**src/rtl/harness_stim_sequencer_pkg.sv**
```systemverilog
// Shared types and helpers for the stimulus sequencer.
// State encoding, response modes and sizing functions.
package harness_stim_sequencer_pkg;

  typedef enum logic [2:0] {
    IDLE,
    DRIVE,
    WAIT,
    CHECK,
    DONE
  } seq_state_e;

  localparam logic MODE_LOOPBACK = 1'b0;
  localparam logic MODE_INVERT   = 1'b1;

  function automatic logic [31:0] expected(
    input logic [31:0] stim,
    input logic        mode
  );
    return (mode == MODE_INVERT) ? ~stim : stim;
  endfunction

  function automatic int fail_count_w(
    input int vectors,
    input int channels
  );
    return $clog2(vectors * channels + 1);
  endfunction

endpackage

```
**src/rtl/harness_stim_sequencer_chan_slot.sv**
```systemverilog
// One channel of the sequencer: stimulus register, handshake
// flags, response hold register and mismatch detection.
module harness_chan_slot
  import harness_stim_sequencer_pkg::*;
#(
  parameter int DATA_W = 8,
  parameter bit MODE   = 1'b0
) (
  input  logic              clock,
  input  logic              reset,
  input  logic              load,
  input  logic              abort,
  input  logic              listen,
  input  logic [DATA_W-1:0] load_data,
  input  logic              stim_ready,
  input  logic              resp_valid,
  input  logic [DATA_W-1:0] resp_data,
  output logic              stim_valid,
  output logic [DATA_W-1:0] stim_data,
  output logic              accepted_nx,
  output logic              received_nx,
  output logic              mismatch
);

  localparam logic [31:0] DMASK =
    32'((64'd1 << DATA_W) - 64'd1);

  logic              accepted;
  logic              received;
  logic [DATA_W-1:0] hold;
  logic              hs;
  logic              rsp;

  assign hs = stim_valid & stim_ready;
  // Responses only count once this channel's stimulus was taken.
  assign rsp = listen & accepted & ~received & resp_valid;

  assign accepted_nx = accepted | hs;
  assign received_nx = received | rsp;

  assign mismatch =
    |((32'(hold) ^ expected(32'(stim_data), MODE)) & DMASK);

  always_ff @(posedge clock or negedge reset) begin
    if (!reset) begin
      stim_valid <= 1'b0;
      stim_data  <= '0;
      accepted   <= 1'b0;
      received   <= 1'b0;
      hold       <= '0;
    end else if (load) begin
      stim_valid <= 1'b1;
      stim_data  <= load_data;
      accepted   <= 1'b0;
      received   <= 1'b0;
    end else begin
      if (abort) begin
        stim_valid <= 1'b0;
      end else if (hs) begin
        stim_valid <= 1'b0;
        accepted   <= 1'b1;
      end
      if (rsp) begin
        received <= 1'b1;
        hold     <= resp_data;
      end
    end
  end

endmodule

```
**src/rtl/harness_stim_sequencer.sv**
```systemverilog
// Vector sequencer driving CHANNELS DUT lanes in lockstep,
// checking responses and reporting pass/fail with a finish pulse.
module harness_stim_sequencer
  import harness_stim_sequencer_pkg::*;
#(
  parameter int CHANNELS    = 4,
  parameter int DATA_W      = 8,
  parameter int NUM_VECTORS = 16,
  parameter int TIMEOUT     = 64,
  parameter int MODE        = 0
) (
  input  logic                         clock,
  input  logic                         reset,
  input  logic                         start,
  output logic [CHANNELS-1:0]          stim_valid,
  input  logic [CHANNELS-1:0]          stim_ready,
  output logic [CHANNELS*DATA_W-1:0]   stim_data,
  input  logic [CHANNELS-1:0]          resp_valid,
  input  logic [CHANNELS*DATA_W-1:0]   resp_data,
  output logic                         busy,
  output logic                         done,
  output logic                         pass,
  output logic                         timeout_err,
  output logic [fail_count_w(NUM_VECTORS, CHANNELS)-1:0]
                                       fail_count,
  output logic                         finish
);

  localparam int FCW  = fail_count_w(NUM_VECTORS, CHANNELS);
  localparam int FCW1 = FCW + 1;
  localparam int VW   =
    (NUM_VECTORS > 1) ? $clog2(NUM_VECTORS) : 1;
  localparam int TW   = $clog2(TIMEOUT);
  localparam logic [FCW-1:0] FC_MAX = '1;

  seq_state_e state, state_n;

  logic [VW-1:0]       vec;
  logic [VW-1:0]       load_vec;
  logic [TW-1:0]       tcnt;
  logic                load;
  logic                abort;
  logic                restart;
  logic                tmo;
  logic                listen;
  logic                last_vec;
  logic                tmo_hit;
  logic [CHANNELS-1:0] acc_nx;
  logic [CHANNELS-1:0] rcv_nx;
  logic [CHANNELS-1:0] mis;
  logic [FCW:0]        nmis;
  logic [FCW:0]        fc_sum;

  assign listen   = (state == DRIVE) || (state == WAIT);
  assign last_vec = vec == VW'(NUM_VECTORS - 1);
  assign tmo_hit  = tcnt == TW'(TIMEOUT - 1);
  assign load_vec = restart ? '0 : vec + VW'(1);

  for (genvar c = 0; c < CHANNELS; c++) begin : g_slot
    harness_chan_slot #(
      .DATA_W (DATA_W),
      .MODE   (MODE != 0)
    ) u_slot (
      .clock       (clock),
      .reset       (reset),
      .load        (load),
      .abort       (abort),
      .listen      (listen),
      .load_data   (DATA_W'(int'(load_vec) * CHANNELS + c)),
      .stim_ready  (stim_ready[c]),
      .resp_valid  (resp_valid[c]),
      .resp_data   (resp_data[c*DATA_W +: DATA_W]),
      .stim_valid  (stim_valid[c]),
      .stim_data   (stim_data[c*DATA_W +: DATA_W]),
      .accepted_nx (acc_nx[c]),
      .received_nx (rcv_nx[c]),
      .mismatch    (mis[c])
    );
  end

  always_comb begin
    nmis = '0;
    for (int c = 0; c < CHANNELS; c++) begin
      nmis = nmis + FCW1'(mis[c]);
    end
    fc_sum = {1'b0, fail_count} + nmis;
  end

  // A completing handshake/response takes priority over timeout.
  always_comb begin
    state_n = state;
    load    = 1'b0;
    abort   = 1'b0;
    restart = 1'b0;
    tmo     = 1'b0;
    unique case (state)
      IDLE, DONE: begin
        if (start) begin
          restart = 1'b1;
          load    = 1'b1;
          state_n = DRIVE;
        end
      end
      DRIVE: begin
        if (&acc_nx) begin
          state_n = WAIT;
        end else if (tmo_hit) begin
          tmo     = 1'b1;
          abort   = 1'b1;
          state_n = DONE;
        end
      end
      WAIT: begin
        if (&rcv_nx) begin
          state_n = CHECK;
        end else if (tmo_hit) begin
          tmo     = 1'b1;
          abort   = 1'b1;
          state_n = DONE;
        end
      end
      CHECK: begin
        if (last_vec) begin
          state_n = DONE;
        end else begin
          load    = 1'b1;
          state_n = DRIVE;
        end
      end
      default: state_n = IDLE;
    endcase
  end

  always_ff @(posedge clock or negedge reset) begin
    if (!reset) begin
      state       <= IDLE;
      vec         <= '0;
      tcnt        <= '0;
      timeout_err <= 1'b0;
      fail_count  <= '0;
      finish      <= 1'b0;
    end else begin
      state  <= state_n;
      finish <= (state_n == DONE) && (state != DONE);
      if (load) begin
        tcnt <= '0;
        vec  <= load_vec;
      end else if (listen) begin
        tcnt <= tcnt + TW'(1);
      end
      if (restart) begin
        timeout_err <= 1'b0;
      end else if (tmo) begin
        timeout_err <= 1'b1;
      end
      if (restart) begin
        fail_count <= '0;
      end else if (state == CHECK) begin
        fail_count <= (fc_sum > FCW1'(FC_MAX)) ?
                      FC_MAX : fc_sum[FCW-1:0];
      end
    end
  end

  assign busy = (state == DRIVE) || (state == WAIT) ||
                (state == CHECK);
  assign done = state == DONE;
  assign pass = done && (fail_count == '0) && !timeout_err;

endmodule

```
**config.mk**
```make
export PLATFORM = sky130hd
export DESIGN_NAME = harness_stim_sequencer
export DESIGN_NICKNAME = d
export VERILOG_FILES = /design/src/rtl/harness_stim_sequencer_pkg.sv /design/src/rtl/harness_stim_sequencer_chan_slot.sv /design/src/rtl/harness_stim_sequencer.sv
export SDC_FILE = /design/constraint.sdc
export NUM_CORES = 1
export LEC_CHECK = 0
export ABC_CLOCK_PERIOD_IN_PS = 4900
export CORE_UTILIZATION = 40
export CTS_CLUSTER_DIAMETER = 80
export DETAILED_ROUTE_END_ITERATION = 6
export MAX_ROUTING_LAYER = met4
export PLACE_DENSITY = 0.76
export SKIP_CTS_REPAIR_TIMING = 1
export SLEW_MARGIN = 15
export SYNTH_ARGS = -nofsm -noshare
export SYNTH_HDL_FRONTEND = slang
export SYNTH_SLANG_ARGS = --single-unit
```
**constraint.sdc**
```tcl
create_clock -name clock -period 4.9 [get_ports clock]
set_input_delay 0.98 -clock clock [delete_from_list [all_inputs] [get_ports clock]]
set_output_delay 0.98 -clock clock [all_outputs]
set_load 0.01 [all_outputs]
```
-- Word-level counts from Yosys, hierarchy flattened
Index checks and enable logic that the tools add are counted.
Widths: inputs -> output; s select.
- $add $sub $neg: 9
- magnitude comparators: 1
- eq/ne operators: 9
- multiplexer cells: 54
- bitwise logic cells: 33
- reductions and logical operators: 38
- operators with widths (cell ; count):
    $mux 1 ; 40
    $reduce_or 8->1 ; 4
    $xor 8x8->8 ; 3
    $reduce_bool 2->1 ; 11
    $mux 7 ; 3
    $and 1x1->1 ; 16
    $reduce_and 2->1 ; 8
    $mux 3 ; 5
    $add 6x2->7 const B ; 2
    $mux 6 ; 2
    $pmux 3 s4 ; 1
    $reduce_bool 3->1 ; 4
    $add 7x4->8 ; 1
    $gt 8x7->1 const B ; 1
    $or 1x1->1 ; 8
    $reduce_and 4->1 ; 2
    $xor 8x6->8 ; 1
    $add 6x1->7 const B ; 1
    $logic_not 7->1 ; 1
    $add 6x1->6 const B ; 1
    $eq 3x2->1 const B ; 2
    $eq 3x3->1 const B ; 2
    $eq 6x6->1 const B ; 1
    $not 1->1 ; 5
    15 further kinds ; 19
- flip-flop bits (word level): 90
- output and inout bits: 48
- word-level logic and storage cells: 169

-- Longest topological paths before layout
Gate-level depths: netlist of run 1.
- word-level depth: 11
- depth in mapped cells: 12
- depth with buffers taken out: 11

-- By module
From an unflattened synthesis of run 1, not the netlist that was laid out.
- cell total of the unflattened synthesis: 373
- area, all modules: 4678.2 sq um
- modules (own cells, without submodules) (module ; instances ; cells each ; area an instance (sq um) ; seq. area each (sq um)):
    harness_chan_slot ; 4 ; 59 ; 849.6 ; 475.5
    harness_stim_sequencer ; 1 ; 137 ; 1280.0 ; 550.5

-- Least setup slack after synthesis of run 1
Ideal clock, no wire load.
- path kind: flip-flop to flip-flop
- start point: register, netlist name vec[0]
- end point: register fail_count[4] (netlist bit)
- arrival time: 2.990 ns
- required time: 4.801 ns
- slack: 1.811 ns
- stages on the path, launching flop included: 13
- clock period less this slack: 3.089 ns
- cell sequence: dfrtp_1 -> clkbuf_1 -> xor2_1 -> or4_1 -> nor2_1 -> fa_1 -> fa_1 -> inv_1 -> fa_1 -> nand3_1 -> a21oi_1 -> nor2_1 -> a311oi_1
- RTL lines (what ; RTL line ; text):
    to (signal assigned) ; harness_stim_sequencer.sv:159 ; fail_count <= (fc_sum > FCW1'(FC_MAX)) ?
    to (decl) ; harness_stim_sequencer.sv:25 ; fail_count,

==> results of run 1 <==
[sequential cells by signal, summed over array words and instances, names as in the netlist]
register	cells
fail_count	7
finish	1
g_slot.u_slot.accepted	4
g_slot.u_slot.hold	32
g_slot.u_slot.received	4
g_slot.u_slot.stim_data	2
g_slot.u_slot.stim_valid	4
state	3
tcnt	6
timeout_err	1
vec	3
[synth_stat cells, drive strengths merged]
library cell  number  area share (%)
nor3b              1            0.22
a41oi              4             1.0
nand3              8             1.2
o2111ai            6             1.5
and2               2            0.36
and3b              1            0.25
o211a              1            0.29
a221oi             1            0.25
a31oi              3            0.54
clkbuf             8            0.90
o21a               1            0.22
a311oi             1            0.25
xnor2             15             3.8
nand2             11             1.3
a21oi             15             2.2
and3               4            0.72
nand4              4            0.72
inv                8            0.86
buf               32             6.8
fa                 3             1.7
or4                3            0.65
o22ai              1            0.18
dfrtp             67              48
mux2i              3            0.86
xor2              12             3.2
nor2b              2            0.36
clkinv             1            0.11
and4               1            0.25
nand3b             1            0.22
ha                 3             1.1
o21ai              8             1.3
nand2b             7             1.3
or2                1            0.18
mux2              32              10
or3                1            0.18
nor3               6             1.4
conb               1            0.11
nor2              26             2.8
nor4               8             1.9
a211oi             1            0.22
[cell type report]
class	count	area share, %
clock buffers	14	4.42
clock inverters	1	0.115
inverters	9	0.775
multi-input cells	209	35.2
flip-flops and latches	67	38.5
well taps	105	3.02
repair buffers	79	18.0
[worst max-delay path: stages, from the launching register on]
cell	delay (ns)
dfrtp_1	0.62
xnor2_1	0.17
nand2_1	0.07
nor4_1	0.52
fa_1	0.54
fa_1	0.45
nor2b_1	0.15
o2111ai_1	0.26
a21oi_1	0.21
nor2_1	0.05
a311oi_1	0.23
[per-layer routing]
| metal | part of all wire [%] | up-vias | wire (um) | track usage [%] |
|---|---|---|---|---|
| li1 | - | 1187 | - | - |
| met4 | 1.4 | 0 | 106 | 6.94 |
| met2 | 48 | 99 | 3560 | 27.0 |
| met5 | 0 | - | 0 | - |
| met3 | 5.3 | 9 | 389 | 4.23 |
| met1 | 45 | 1217 | 3300 | 23.0 |
[stage by stage]
step,setup WS (ns),power [mW]
6_report,1.54,2.29
4_1_cts,1.50,2.31
2_1_floorplan,1.81,1.60
3_3_place_gp,1.66,1.81
3_5_place_dp,1.53,1.86
5_1_grt,1.29,2.45
[power by group]
part	internal (mW)	leakage [nW]	switching, mW
registers	0.781	0.835	0.207
clock network	0.249	0.105	0.197
logic	0.462	0.875	0.395
[kinds of logic (layout without fill, tap and decap cells)]
family                   count (synthesis)  after routing  synth area share, %
AO/OA/AOI/OAI                           42             42                 7.89
XOR/XNOR                                27             27                 7.03
adder cells (fa/ha/maj)                  6              6                 2.81
buffers and inverters                   49            103                 8.72
flip-flops                              67             67                 48.3
multiplexers                            35             35                 11.2
other                                    1             12                0.108
AND/OR/NAND/NOR                         87             87                 13.9
[path summary, 6_finish.rpt]
kind,end
min,g_slot[0].u_slot.hold[1]
min in group asynchronous,fail_count[5]
max,fail_count[4]
max reg2reg,fail_count[4]
min reg2reg,g_slot[0].u_slot.hold[1]
max in group asynchronous,g_slot[3].u_slot.stim_data[1]
==> impl_metrics.json, run 1 <==
{
  "ys_seq_area_share_pct": 48.3,
  "final-seq-area_sq_mm": 0.00168,
  "finalClockSkew_ns": 0.00735,
  "mostFrequentLayoutCells": "clkdlybuf4s50_1 (77), dfrtp_1 (67), mux2_2 (32)",
  "syn_area_per_cell_sq_um": 11.1,
  "antenna_cells": 0,
  "cts_tree": "yes",
  "finalHoldViolations": 0,
  "cts_sinks": 67,
  "start_util_pct": 41.8,
  "end_kind": "flip-flop",
  "nets": 424,
  "place_congestion": 0.882,
  "worstMarginPinSlew_ns": 0.828,
  "grt_start_max_net_pins": 68,
  "ant_nets": 0,
  "reg2reg_from": "vec[1]",
  "final_util_pct": 52.5,
  "rsz0062_at_grt": "no",
  "syn_to_final_growth_pct": 25.5,
  "grt_overflow": 0,
  "clk_pin_slew_worst_paths_ns": 0.07,
  "grt_pass1_vias": 2418,
  "num_vias": 2512,
  "synth_area_sq_mm": 0.00347,
  "worstPathRequired_ns": 5.15,
  "multi_input_area_sq_mm": 0.00153,
  "hold_start": "g_slot[0].u_slot.hold[1]",
  "final_area_sq_mm": 0.00436,
  "worstRegToRegCells": 10,
  "power_density_mw_per_mm2": 526,
  "clkLatencyLatePin_ns": 0.34,
  "die_w_um": 95.2,
  "status": "complete, no violations",
  "ys_ff_latch": 67,
  "yosysWarnings": 0,
  "synth_cells": 314,
  "final_common_cell": "clkdlybuf4s50_1",
  "routed_wl_um": 7360,
  "finalNonFillerCells": 484,
  "dp_hpwl_um": 5560,
  "placed_area_sq_mm": 0.00416,
  "synthDistinctLibCells": 48,
  "arrival_ns": 3.61,
  "critPathMaxFanout": 11,
  "drive_above_1_share_pct": 15.0,
  "antenna_found_initial": 0,
  "cts_made_buffers": 9,
  "startpoint": "vec[1]",
  "min_period_over_period_pct": 68.6,
  "hold_path_depth": 1,
  "fin_tns_setup_ns": 0,
  "cts_buffer_depth": 2,
  "p_leak_nw": 1.81,
  "groute.usage.overall_pct": 17.8,
  "dr.pass1.iters": 4,
  "hold_ws_ns": 0.507,
  "die_area_sq_mm": 0.00906,
  "dpl.cell_count": 469,
  "critPathLaunchType": "flip-flop",
  "wl_per_cell_um": 15.2,
  "n_fill_cell": 717,
  "drc_errors": 0,
  "max_freq_mhz": 298,
  "drt-initial-drc-count": 161,
  "h-tree-depth": 3,
  "period_minus_slack_ns": 3.36,
  "port_buffers": 78,
  "slew_violations": 0,
  "setup.worst_path.class": "reg -> reg",
  "grt_pass1_wl_um": 11700,
  "ios": 91,
  "routed_via_density": 5.19,
  "fp.dieH_um": 95.2,
  "root_buffer": "clkbuf_8",
  "slew_headroom_pct": 44.8,
  "setup_viol": 0,
  "core_area_sq_mm": 0.00830,
  "maxCapViolCount": 0,
  "ir_worst_vdd_mv": 0.209,
  "min_path_type": "reg -> reg",
  "row_count": 33,
  "r2r_slack_ns": 1.54
}
No activity file was read; power rests on OpenSTA's default activity.
==> run 2: changes to the inputs <==
--- a/config.mk
+++ b/config.mk
@@ -5,12 +5,12 @@
 export SDC_FILE = /design/constraint.sdc
 export NUM_CORES = 1
 export LEC_CHECK = 0
-export ABC_CLOCK_PERIOD_IN_PS = 4900
+export ABC_CLOCK_PERIOD_IN_PS = 2850
 export CORE_UTILIZATION = 40
 export CTS_CLUSTER_DIAMETER = 80
 export DETAILED_ROUTE_END_ITERATION = 6
 export MAX_ROUTING_LAYER = met4
-export PLACE_DENSITY = 0.76
+export PLACE_DENSITY = 0.78
 export SKIP_CTS_REPAIR_TIMING = 1
 export SLEW_MARGIN = 15
 export SYNTH_ARGS = -nofsm -noshare
==> constraint.sdc (replaced) <==
create_clock -name clock -period 2.85 [get_ports clock]
set_input_delay 0.57 -clock clock [delete_from_list [all_inputs] [get_ports clock]]
set_output_delay 0.57 -clock clock [all_outputs]
set_load 0.01 [all_outputs]
==> run 2 against run 1 <==
Effect of this change:
- clock power increased by 76%
- critical path depth increased by 1
- worst hold slack got worse by 0.28 ns
- routed wire length increased by 5.3%
- sequential cell count unchanged
- clock skew increased by 0.0015 ns
- register-to-register slack got worse by 1.6 ns
- worst setup slack got worse by 1.6 ns
- power increased by 78%
- global-route usage increased by 1.4 points
- core utilization increased by 2.0 points
- die area unchanged
- the run now ends with setup timing left
==> impl_metrics.json, run 2 (same netlist as run 1, synthesis figures left out) <==
{
  "routed_via_density": 5.24,
  "cpPeakStageDelay_ns": 0.44,
  "drive_above_1_share_pct": 20.6,
  "rsz0062_at_grt": "yes",
  "cts_sinks": 67,
  "p_int_mw": 2.63,
  "worstMarginPinSlew_ns": 0.649,
  "maxCapViolCount": 0,
  "pwr-share-seq_pct": 41.2,
  "core_area_sq_mm": 0.00830,
  "p_sw_mw": 1.45,
  "die_area_sq_mm": 0.00906,
  "power_density_mw_per_mm2": 901,
  "drt-initial-drc-count": 158,
  "crit_family": "adder cells",
  "n_fill_cell": 715,
  "critPathMaxFanout": 3,
  "syn_to_final_growth_pct": 30.3,
  "finalHoldViolations": 0,
  "regMostFlops": "g_slot.u_slot.hold",
  "slew_headroom_pct": 56.5,
  "setup_viol": 3,
  "num_vias": 2610,
  "cts_buffer_depth": 2,
  "root_buffer": "clkbuf_8",
  "nets": 437,
  "place_congestion": 0.894,
  "setup_ws_ns": -0.0399,
  "slew_violations": 0,
  "largest_reg_flops": 32,
  "antenna_found_initial": 0,
  "ant_nets": 0,
  "port_buffers": 78,
  "critPathLaunchType": "flip-flop",
  "finalClockSkew_ns": 0.00885,
  "cts_tree": "yes",
  "crit_chain": "xor2_1 > or4_1 > nor2_2 > fa_1 > fa_2 > inv_2 > fa_2 > buf_4 > nand4_1 > mux2i_1 > nor2_1",
  "ir_worst_vdd_mv": 0.351,
  "final-seq-area_sq_mm": 0.00168,
  "max_freq_mhz": 346,
  "routed_wl_um": 7750,
  "cts_made_buffers": 9,
  "reg_top3": "g_slot.u_slot.hold: 32 flops, fail_count: 7 flops, tcnt: 6 flops",
  "start_util_pct": 41.8,
  "violations": "setup timing",
  "arrival_ns": 3.11,
  "ios": 91,
  "period_minus_slack_ns": 2.89,
  "groute.usage.overall_pct": 19.2,
  "mostFrequentLayoutCells": "clkdlybuf4s50_1 (77), dfrtp_1 (66), mux2_2 (32)",
  "h-tree-depth": 3,
  "end_kind": "flip-flop",
  "die_w_um": 95.2,
  "multi_input_area_sq_mm": 0.00159,
  "final_common_cell": "clkdlybuf4s50_1",
  "clk_pin_slew_worst_paths_ns": 0.07,
  "final_util_pct": 54.5,
  "dr.pass1.iters": 4,
  "dp_hpwl_um": 5740,
  "grt_pass1_wl_um": 12600,
  "fin_tns_setup_ns": -0.0816,
  "status": "finished, violations left",
  "place_ws_ns": -0.0227,
  "setup.worst_path.class": "reg -> reg",
  "clkLatencyLatePin_ns": 0.35,
  "wl_per_cell_um": 15.6,
  "fp.dieH_um": 95.2,
  "p_leak_nw": 1.89,
  "swShare_pct": 35.5,
  "crit_slowest_cell": "fa_1",
  "row_count": 33,
  "worst_path_most_repeated_cell": "fa_2",
  "drc_errors": 0,
  "grt_overflow": 0,
  "worst-path-buf-inv": 2,
  "antenna_cells": 0,
  "min_period_over_period_pct": 101,
  "grt_start_max_net_pins": 68,
  "grt_pass1_vias": 2560,
  "clockPowerShare_pct": 19.3,
  "min_path_type": "in -> async",
  "power_frac_comb_pct": 39.6,
  "worstPathRequired_ns": 3.07
}
==> run 2: cell count changes in the layout (fill, tap and decap cells not counted), sizes merged <==
cell / delta
buf: +13
bufinv: +1
clkbuf: -3
clkinv: +2
clkinvlp: +1
==> run 2: worst paths after layout <==
| check | from | to | slack, ns | cells past startpoint |
|---|---|---|---|---|
| max | vec[0] | fail_count[6] | -0.04 | 11 |
| min | reset | g_slot[3].u_slot.hold[5] | 0.23 | 2 |
| max reg2reg | vec[0] | fail_count[6] | -0.04 | 11 |
| min reg2reg | g_slot[1].u_slot.hold[1] | g_slot[1].u_slot.hold[1] | 0.51 | 1 |
| max in group asynchronous | reset | vec[0] | 2.32 | 2 |
| min in group clock | g_slot[1].u_slot.hold[1] | g_slot[1].u_slot.hold[1] | 0.51 | 1 |
==> run 2: cell type report <==
cell class                      count  area share, %
Inverter                            9          0.746
Tap cell                          105           2.90
Multi-Input combinational cell    209           35.1
Clock buffer                       11           3.12
Sequential cell                    67           37.1
Timing Repair Buffer               92           19.9
Clock inverter                      5           1.16
==> run 2: power groups by stage <==
stage	sequential [mW]	combinational, mW	clock (mW)
3_5_place_dp	1.68	1.59	0
3_3_place_gp	1.65	1.53	0
4_1_cts	1.67	1.60	0.800
5_1_grt	1.73	1.77	0.840
6_report	1.68	1.61	0.786
2_1_floorplan	1.61	1.16	0
==> run 2: stage by stage <==
stage / area (sq um) / cells / power (mW) / hold slack, ns
3_5_place_dp: 4270 / 479 / 3.27 / 0.495
2_1_floorplan: 3550 / 325 / 2.77 / 0.274
5_1_grt: 4530 / 498 / 4.34 / 0.253
4_1_cts: 4460 / 495 / 4.06 / 0.240
6_report: 4530 / 498 / 4.08 / 0.227
3_3_place_gp: 4270 / 479 / 3.18 / 0.482
==> run 2: layer usage <==
metal  routed length, um  global-route usage [%]  vias up
met5                   0                       -        -
met4                 197                    9.97        0
met3                 438                    3.59       20
met2                3650                    29.0      109
met1                3470                    24.5     1270
li1                    -                       -     1211
